**config.mk**
```make
export PLATFORM = sky130hd
export DESIGN_NAME = ex_mem_wb_pipe
export DESIGN_NICKNAME = d
export VERILOG_FILES = /design/src/rtl/pipe_pkg.sv /design/src/rtl/dmem_handshake.sv /design/src/rtl/ex_mem_wb_pipe.sv
export SDC_FILE = /design/constraint.sdc
export NUM_CORES = 1
export LEC_CHECK = 0
export BUFFER_PORTS_ARGS = -buffer_cell sky130_fd_sc_hd__buf_2
export CORE_ASPECT_RATIO = 0.6
export CORE_MARGIN = 2
export CORE_UTILIZATION = 30
export DETAILED_ROUTE_END_ITERATION = 7
export GPL_ROUTABILITY_DRIVEN = 0
export PLACE_DENSITY = 0.55
export SLEW_MARGIN = 10
export SYNTH_ARGS = -nofsm -noshare
export SYNTH_HDL_FRONTEND = slang
export SYNTH_SLANG_ARGS = --single-unit
```
**constraint.sdc**
```tcl
create_clock -name clk -period 2.2 [get_ports clk]
set_input_delay 0.11 -clock clk [delete_from_list [all_inputs] [get_ports clk]]
set_output_delay 0.11 -clock clk [all_outputs]
set_load 0.02 [all_outputs]
```
**src/rtl/pipe_pkg.sv**
```systemverilog
// -----------------------------------------------------------------------------
// pipe_pkg
// Shared types for the back half of the RV32I pipeline: EX/MEM and MEM/WB
// pipeline records, the data-memory handshake state type and the x0 index.
// -----------------------------------------------------------------------------
package pipe_pkg;

    localparam int          XLEN_W = 32;
    localparam logic [4:0]  X0     = 5'd0;

    typedef enum logic {
        IDLE = 1'b0,
        WAIT = 1'b1
    } mem_state_t;

    typedef struct packed {
        logic              valid;
        logic [4:0]        rd;
        logic              reg_write;
        logic              mem_read;
        logic              mem_write;
        logic              mem_to_reg;
        logic [XLEN_W-1:0] alu_result;
        logic [XLEN_W-1:0] store_data;
        logic              is_halt;
    } ex_mem_t;

    typedef struct packed {
        logic              valid;
        logic [4:0]        rd;
        logic              reg_write;
        logic [XLEN_W-1:0] data;
    } mem_wb_t;

    // A stage requests a register-file write (and thus forwarding) only for
    // real instructions that write a register other than x0.
    function automatic logic writes_rd(input logic valid, input logic reg_write,
                                       input logic [4:0] rd);
        return valid & reg_write & (rd != X0);
    endfunction

endpackage

```
**src/rtl/dmem_handshake.sv**
```systemverilog
// -----------------------------------------------------------------------------
// dmem_handshake
// Ready/valid handshake for the single outstanding data-memory access of the
// instruction held in EX/MEM.
//   clk, reset       : clock, synchronous active-high reset
//   access           : EX/MEM holds a valid load or store
//   is_store         : the access is a store
//   addr, wdata      : address and store data from EX/MEM
//   dmem_ready       : memory completes the access this cycle
//   dmem_req/we/addr/wdata : request to data memory
//   mem_stall        : EX/MEM must hold, MEM/WB takes a bubble
// -----------------------------------------------------------------------------
module dmem_handshake
    import pipe_pkg::*;
#(
    parameter int XLEN = XLEN_W
) (
    input  logic            clk,
    input  logic            reset,
    input  logic            access,
    input  logic            is_store,
    input  logic [XLEN-1:0] addr,
    input  logic [XLEN-1:0] wdata,
    input  logic            dmem_ready,
    output logic            dmem_req,
    output logic            dmem_we,
    output logic [XLEN-1:0] dmem_addr,
    output logic [XLEN-1:0] dmem_wdata,
    output logic            mem_stall
);

    mem_state_t state;

    always_ff @(posedge clk) begin
        if (reset) begin
            state <= IDLE;
        end else begin
            unique case (state)
                IDLE:    if (access && !dmem_ready) state <= WAIT;
                WAIT:    if (dmem_ready || !access) state <= IDLE;
                default: state <= IDLE;
            endcase
        end
    end

    // The request is issued in the same cycle the instruction reaches EX/MEM.
    // While waiting, EX/MEM is frozen, so address/data/we stay stable.
    assign dmem_req   = access | (state == WAIT);
    assign dmem_we    = dmem_req & is_store;
    assign dmem_addr  = dmem_req ? addr  : '0;
    assign dmem_wdata = dmem_req ? wdata : '0;

    // Ready completes the access in the cycle it arrives: no stall that cycle.
    assign mem_stall  = dmem_req & ~dmem_ready;

endmodule

```
**src/rtl/ex_mem_wb_pipe.sv**
```systemverilog
// -----------------------------------------------------------------------------
// ex_mem_wb_pipe
// EX/MEM and MEM/WB pipeline registers with the data-memory handshake between
// them. Produces forwarding sources and the write-back record.
//   clk, reset              : clock, synchronous active-high reset
//   ex_*                    : EX-stage instruction fields (ex_valid=0 is a bubble)
//   dmem_*                  : data-memory request / response
//   mem_stall               : EX/MEM cannot advance; upstream holds
//   ex_mem_rd/RW/alu_result : EX/MEM forwarding source
//   mem_wb_rd/RW/data       : MEM/WB write-back record and forwarding source
//   halted                  : sticky, a halt instruction retired
//   stall_cycles            : saturating count of stalled cycles
// -----------------------------------------------------------------------------
module ex_mem_wb_pipe
    import pipe_pkg::*;
#(
    parameter int XLEN = XLEN_W
) (
    input  logic            clk,
    input  logic            reset,
    input  logic            ex_valid,
    input  logic [4:0]      ex_rd,
    input  logic            ex_reg_write,
    input  logic            ex_mem_read,
    input  logic            ex_mem_write,
    input  logic            ex_mem_to_reg,
    input  logic [XLEN-1:0] ex_alu_result,
    input  logic [XLEN-1:0] ex_store_data,
    input  logic            ex_is_halt,
    output logic            dmem_req,
    output logic            dmem_we,
    output logic [XLEN-1:0] dmem_addr,
    output logic [XLEN-1:0] dmem_wdata,
    input  logic            dmem_ready,
    input  logic [XLEN-1:0] dmem_rdata,
    output logic            mem_stall,
    output logic [4:0]      ex_mem_rd,
    output logic            ex_mem_RW,
    output logic [XLEN-1:0] ex_mem_alu_result,
    output logic [4:0]      mem_wb_rd,
    output logic            mem_wb_RW,
    output logic [XLEN-1:0] mem_wb_data,
    output logic            halted,
    output logic [31:0]     stall_cycles
);

    ex_mem_t ex_mem_q;
    mem_wb_t mem_wb_q;
    logic    access;

    assign access = ex_mem_q.valid & (ex_mem_q.mem_read | ex_mem_q.mem_write);

    dmem_handshake #(.XLEN(XLEN)) u_hs (
        .clk        (clk),
        .reset      (reset),
        .access     (access),
        .is_store   (ex_mem_q.mem_write),
        .addr       (ex_mem_q.alu_result),
        .wdata      (ex_mem_q.store_data),
        .dmem_ready (dmem_ready),
        .dmem_req   (dmem_req),
        .dmem_we    (dmem_we),
        .dmem_addr  (dmem_addr),
        .dmem_wdata (dmem_wdata),
        .mem_stall  (mem_stall)
    );

    // EX/MEM: frozen while the memory access is outstanding.
    always_ff @(posedge clk) begin
        if (reset) begin
            ex_mem_q <= '0;
        end else if (!mem_stall) begin
            ex_mem_q.valid      <= ex_valid;
            ex_mem_q.rd         <= ex_rd;
            ex_mem_q.reg_write  <= ex_reg_write;
            ex_mem_q.mem_read   <= ex_mem_read;
            ex_mem_q.mem_write  <= ex_mem_write;
            ex_mem_q.mem_to_reg <= ex_mem_to_reg;
            ex_mem_q.alu_result <= ex_alu_result;
            ex_mem_q.store_data <= ex_store_data;
            ex_mem_q.is_halt    <= ex_is_halt;
        end
    end

    // MEM/WB: a stalled cycle retires nothing, so it receives a bubble.
    always_ff @(posedge clk) begin
        if (reset || mem_stall) begin
            mem_wb_q <= '0;
        end else begin
            mem_wb_q.valid     <= ex_mem_q.valid;
            mem_wb_q.rd        <= ex_mem_q.rd;
            mem_wb_q.reg_write <= ex_mem_q.reg_write;
            mem_wb_q.data      <= ex_mem_q.mem_to_reg ? dmem_rdata : ex_mem_q.alu_result;
        end
    end

    always_ff @(posedge clk) begin
        if (reset) begin
            halted       <= 1'b0;
            stall_cycles <= '0;
        end else begin
            if (!mem_stall && ex_mem_q.valid && ex_mem_q.is_halt)
                halted <= 1'b1;
            if (mem_stall && (stall_cycles != '1))
                stall_cycles <= stall_cycles + 32'd1;
        end
    end

    assign ex_mem_rd         = ex_mem_q.rd;
    assign ex_mem_RW         = writes_rd(ex_mem_q.valid, ex_mem_q.reg_write, ex_mem_q.rd);
    assign ex_mem_alu_result = ex_mem_q.alu_result;
    assign mem_wb_rd         = mem_wb_q.rd;
    assign mem_wb_RW         = writes_rd(mem_wb_q.valid, mem_wb_q.reg_write, mem_wb_q.rd);
    assign mem_wb_data       = mem_wb_q.data;

endmodule

```
==> run summary, run 1 <==
Final period util: 95.8%
Reg-to-reg startpoint: ex_mem_q[74]
Area of the multi-input gates: 0.00279 sq mm
DRT iter0 DRCs: 318
Seq/Total Area, Yosys: 45.6%
Wire length per cell: 15.8 microns
CTS tree: yes
R2r endpoint: stall_cycles[20]
Predominant post-synthesis flop cell: dfxtp_1
Yosys Warn Count: 0
Switching share of power: 24.4%
Final core utilization: 45.8%
Chip Height: 118 microns
R2R Setup Slk: 0.11 ns
Ys async rst share: 0%
TritonRoute pass-1 iters: 5
Syn Nets: 836
CP Capture Point: mem_stall
Logic pwr share: 12.7%
Worst Max-Slew Pin Slew: 0.686 ns
Pwr Density: 731 mW/mm^2
Max Fanout on Critical Path: 22
Largest net degree at the start of global routing: 48
Vias in the first global route: 5913
Hold Crit Depth: 2
Clk pwr share: 46.4%
Initial core utilization: 30.7%
Detailed Route WL: 21300 microns
Critical path class: flop to primary output
# port buffers: 285
Clock Skews: 0.0105 ns
Vias per cell: 4.62
Clock buffer depth: 2
CTS Buf Count: 17
Clk sink count: 148
Sequential share of power: 40.9%
Critical Path Start Type: flop
Post-synth cell types: 47
Core area: 0.0211 sq mm
Slew Viols, Final: 0
Post-Syn Area: 0.00649 sq mm
First-pass GRT wire length: 32300 microns
Ports: 286
Rel. slew slack: 54.2%
Final setup vio count: 0
MaxCap Viol Count: 0
Worst reg-to-reg path cell count: 7
Area Overhead vs Synth: 49.2%
Post-DRT Antenna Nets: 0
Area contributors post-synth: dfxtp_1 46%, buf_4 8.6%, nor2b_1 6.6%
Die ar.: 0.0229 sq mm
Clock latency on the worst-skew pair: 0.43 ns
Class of the most critical hold timing path: input port to flop
Worst path required time: 2.09 ns
Layout cells sized above 1: 35.0%
Synth area leader: dfxtp_1
FILL cells: 1986
Number of synthesized register bits: 148
Crit path from: ex_mem_q[74]
Initial antenna violation count: 1
Storage element area: 0.00297 sq mm
CP Capture Type: primary output
Hold Violations, Final: 0
NetSw: 0.00173 W
Syn Inst Count: 725
Leakage: 4.50 nW
Worst Path Arrival: 2.00 ns
Vias post-DR: 6245
Final min period: 2.11 ns
CTS H-tree lvls: 4
Setup tns final: 0 ns
Max IR drop VDD: 510 uV
Total GRT Usage: 18.0%
DIE WIDTH: 194 microns
P_int: 0.00535 W
Total grt overflow: 0
Clock Pin Slew Worst Setup and Hold Paths: 0.06 ns
Clock root buffer: clkbuf_16
Syn Area/Cell: 8.96 sq um
Row cnt: 41
Fmax: 0.475 GHz
Post-synth top area share: 45.6%
Status: finished, final reports clean
Drt drc: 0
Post-DP HPWL: 13800 microns
EDFF count, synth: 0
Final net count: 1169
## metal layers
metal | part of all wire (%) | track usage (%) | wire length, microns | vias up
met5 | 0 | 0 | 0 | -
met3 | 8.4 | 6.59 | 1780 | 24
li1 | - | - | - | 3074
met4 | 1.7 | 5.97 | 355 | 0
met1 | 46 | 23.5 | 9870 | 2903
met2 | 44 | 27.3 | 9320 | 244
## Yosys cell counts, types with 2 or more instances
library cell    n
a21oi_1        66
a22o_1         33
and2_1          9
and4_1          3
buf_2           5
buf_4          74
buf_6           3
clkbuf_1       36
dfxtp_1       148
inv_1           5
mux2_1          3
mux2i_1        33
nand2_1        95
nand3_1         9
nand4_1         9
nand4_2         3
nor2_1         47
nor2b_1        68
nor3_1          2
o21ai_0         8
o21ai_1         3
o311a_1         2
o31ai_1        11
or2_1           3
or3_1          13
or4_1          11
xnor2_1         2
xor2_1          2
## power by group through the flow
stage | registers (W) | logic [W] | clock network, W
6_report | 0.00290 | 0.000899 | 0.00329
5_1_grt | 0.00291 | 0.000971 | 0.00349
4_1_cts | 0.00289 | 0.000885 | 0.00337
3_5_place_dp | 0.00295 | 0.000725 | 0
3_3_place_gp | 0.00295 | 0.000720 | 0
2_1_floorplan | 0.00293 | 0.000546 | 0
## area by class of cell
type	instances	area share, %
multi-input cells	454	28.8
well taps	279	3.60
flip-flops and latches	148	30.6
inverters	6	0.284
clock inverters	11	2.04
repair buffers	431	29.7
diodes	1	0.0258
clock buffers	21	4.86
## state kept, by name, summed over array words and instances (netlist names)
name               cells
mem_wb_q               2
ex_mem_rd              5
ex_mem_alu_result     32
halted                 1
mem_wb_rd              5
ex_mem_q              38
stall_cycles          32
mem_wb_data           32
u_hs.state             1
## worst min path at each step
stage	start	endpoint	slack [ns]
finish	reset	stall_cycles[1]	0.12
detailed placement	ex_alu_result[15]	ex_mem_alu_result[15]	0.32
global route	reset	stall_cycles[7]	0.13
global placement	ex_alu_result[13]	ex_mem_alu_result[13]	0.32
CTS	reset	stall_cycles[1]	0.06
floorplan	dmem_ready	u_hs.state	0.19
## cells by family after synthesis
family | share of synthesized area, %
buffers and inverters | 11.9
adder cells (fa/ha/maj) | 0.193
AND/OR/NAND/NOR | 22.0
AO/OA/AOI/OAI | 14.1
XOR/XNOR | 0.540
multiplexers | 5.61
flip-flops | 45.6
## stage by stage
stage	area (sq um)	std cells	power, W	hold slack (ns)	worst slack [ns]
finish	9690	1351	0.00708	0.124	0.0927
global route	9690	1351	0.00737	0.134	-0.0210
CTS	9610	1347	0.00715	0.0589	-0.0102
detailed placement	7840	1207	0.00368	0.322	0.0475
global placement	7840	1207	0.00367	0.319	0.0920
floorplan	6490	725	0.00348	0.189	0.0896
## cell usage in the layout (no fill, tap or decap), drive strengths merged, types with 12 or more instances in the layout
cell	n
buf	322
dfxtp	148
dlygate4sd3	108
nand2	95
nor2b	68
a21oi	66
nor2	48
a22o	33
mux2i	33
clkbuf	22
or3	14
o31ai	12
nand4	12
o21ai	12
## worst max-delay path: stages (launching register included)
cell and delay [ns]:
dfxtp_1 0.41, o21ai_4 0.11, and2_4 0.18, or2_2 0.32
inv_6 0.15, buf_12 0.20, buf_2 0.19
## what timing repair did
item	in CTS	in global routing
setup buffers	0	1
gates resized for setup	6	8
gates cloned	0	2
pin swaps	0	2
endpoints found under the hold margin	108	0
hold buffers	108	0
endpoints found under the setup margin	30	75
Power figures use the tool's default switching activity.
==> inputs of run 2 (changes only) <==
- CELL_PAD_IN_SITES_DETAIL_PLACEMENT: unset -> 1
- CELL_PAD_IN_SITES_GLOBAL_PLACEMENT: unset -> 2
- CORE_UTILIZATION: 30 -> 27
- PLACE_DENSITY: 0.55 -> 0.81
==> run 2 against run 1 <==
Compared with the run above: first-iteration DRC count decreased by 18%; clock skew increased by 0.0069 ns; final cell count up 3.0%; power decreased by 6.7%; via count rose by 1.4%; critical path type unchanged; largest cell class unchanged; highest routed layer unchanged.
==> run summary, run 2 (synthesized netlist as in run 1, its figures left out) <==
Initial core utilization: 27.8% (-2.9 points)
# diodes: 0 (-1)
Status: finished, final reports clean
RSZ-0062 raised after global routing: no
Detailed Route WL: 24100 microns (+13%)
Clk pwr share: 42.4% (-4.0 points)
Grt met1 use: 24.7% (+1.3 points)
Layout cells sized above 1: 35.4% (+0.39 points)
Met2 Usage GRT: 29.5% (+2.2 points)
Critical path class: flop to primary output
CTS H-tree lvls: 4 (unchanged)
Final setup vio count: 0 (unchanged)
CTS Buf Count: 17 (unchanged)
Die ar.: 0.0253 sq mm (+11%)
MaxCap Viol Count: 0 (unchanged)
Sequential share of power: 43.9% (+3.0 points)
Ports: 286 (unchanged)
Setup tns final: 0 ns (unchanged)
Vias per cell: 4.55 (-1.5%)
Overall power: 0.00661 W (-6.7%)
Final min period: 2.06 ns (-0.0447 ns)
Clock buffer depth: 2 (unchanged)
Chip Height: 124 microns (+5.2%)
Vias post-DR: 6334 (+1.4%)
Class of the most critical hold timing path: input port to flop
Pwr Density: 685 mW/mm^2 (-6.4%)
Crit-path slowest cell: dfxtp_1
Area Overhead vs Synth: 48.7%
Total GRT Usage: 18.8% (+0.83 points)
Row cnt: 43 (+4.9%)
Worst Max-Slew Pin Slew: 0.654 ns (-0.0322 ns)
R2R Setup Slk: 0.14 ns (+0.03 ns)
Pre-CTS setup slack: -0.0772 ns (-0.125 ns)
Worst reg-to-reg path cell count: 8 (+1)
First-pass GRT wire length: 36600 microns (+13%)
P_int: 0.00485 W (-9.3%)
Max Fanout on Critical Path: 30 (+36%)
Drt drc: 0 (unchanged)
Clock Pin Slew Worst Setup and Hold Paths: 0.06 ns (about the same)
Final period util: 93.8% (-2.0 points)
Total grt overflow: 0 (unchanged)
Vias in the first global route: 6486 (+9.7%)
Hold Crit Depth: 2 (unchanged)
DRT iter0 DRCs: 261 (-18%)
Crit path buf inv count: 3 (unchanged)
Post-DP HPWL: 16200 microns (+17%)
Crit path from: ex_mem_q[74]
CP Depth: 6 (unchanged)
Clock Skews: 0.0173 ns (+0.00686 ns)
Slowest cell delay on critical path: 0.37 ns (-0.04 ns)
Max FFs per register: 38 (unchanged)
HP Start: reset
TritonRoute pass-1 iters: 4 (-1)
CTS tree: yes
Clock root buffer: clkbuf_16
Worst Hold End: ex_mem_q[65]
CP Capture Type: primary output
Worst path required time: 2.09 ns (about the same)
Logic pwr share: 13.7% (+1.0 points)
Slew Viols, Final: 0 (unchanged)
Largest net degree at the start of global routing: 51 (+6.3%)
Worst Path Arrival: 1.95 ns (-0.05 ns)
Leakage: 4.46 nW (-0.82%)
Switching share of power: 26.6% (+2.1 points)
Initial antenna violation count: 0 (-1)
Clock latency on the worst-skew pair: 0.43 ns (about the same)
Cell Chain, Critical Path: o21ai_4 > and2_4 > or2_2 > inv_8 > buf_12 > buf_2
Post-DRT Antenna Nets: 0 (unchanged)
Hold Violations, Final: 0 (unchanged)
Reg-to-reg startpoint: ex_mem_q[74]
Max IR drop VDD: 483 uV (-5.2%)
Fin worst setup slack: 0.137 ns (+0.0447 ns)
Wire length per cell: 17.3 microns (+9.7%)
Core area: 0.0233 sq mm (+10%)
# port buffers: 285 (unchanged)
DIE WIDTH: 204 microns (+5.3%)
Grt met3 use: 6.28% (-0.31 points)
Final net count: 1175 (+0.51%)
Top delay family on crit path: buffers and inverters
Commonest non-fill, non-tap cells in the layout: 285 x buf_2, 145 x dfxtp_1, 108 x dlygate4sd3_1
NetSw: 0.00176 W (+1.5%)
Commonest non-fill, non-tap cell in the layout: buf_2
Clk sink count: 148 (unchanged)
Largest register by flop count: ex_mem_q
R2r endpoint: stall_cycles[18]
Critical Path Start Type: flop
Fmax: 0.485 GHz (+2.2%)
Final hold slack: 0.0220 ns (-0.102 ns)
Grt peak-use layer: met2
Rel. slew slack: 56.3% (+2.2 points)
[run 2: area by class of cell]
cell class	count	area [sq um]
Sequential cell	148	2970
Multi-Input combinational cell	454	2790
Inverter	6	30.0
Clock inverter	11	104
Timing Repair Buffer	437	2910
Fill cell	2744	13700
Tap cell	315	394
Clock buffer	20	457
[run 2: what timing repair did]
action / 4_1_cts / 5_1_grt
setup buffers: 0 / 5
cloned: 1 / 0
endpoints found under the setup margin: 73 / 41
hold buffers: 108 / 0
pin swaps: 0 / 1
resized for setup: 8 / 8
endpoints found under the hold margin: 108 / 0
[run 2: worst reg2reg max path: stages, from the launching register on]
cell	delay (ns)
dfxtp_1	0.37
o21ai_4	0.10
and2_4	0.18
or2_2	0.33
inv_8	0.14
o211ai_4	0.16
buf_4	0.19
or4_1	0.39
a21oi_1	0.14
[run 2: per-stage QoR]
step                util, %  instances  cell area (sq um)
floorplan                 -        725               6490
global placement       33.9       1246               7910
detailed placement     33.9       1246               7910
CTS                    41.1       1386               9590
global route           41.4       1391               9660
finish                 41.4       1391               9660
[run 2: how the worst max path moves through the flow]
stage,end,slack (ns)
after floorplan,stall_cycles[4],0.09
after global placement,ex_mem_alu_result[23],0.02
after detailed placement,ex_mem_alu_result[29],-0.08
after CTS,dmem_wdata[27],0.004
after global routing,stall_cycles[26],0.006
final,mem_stall,0.14
[run 2: routing by layer]
| layer | vias up | part of all wire (%) |
|---|---|---|
| met5 | - | 0 |
| met4 | 0 | 1.1 |
| met3 | 16 | 7.3 |
| met2 | 188 | 45 |
| met1 | 3057 | 46 |
| li1 | 3073 | - |
[run 2: power groups by stage]
stage | Sequential, W | Combinational [W] | Clock (W)
floorplan | 0.00293 | 0.000546 | 0
detailed placement | 0.00296 | 0.000733 | 0
CTS | 0.00290 | 0.000904 | 0.00289
finish | 0.00290 | 0.000908 | 0.00280
global placement | 0.00295 | 0.000719 | 0
global route | 0.00292 | 0.000985 | 0.00301
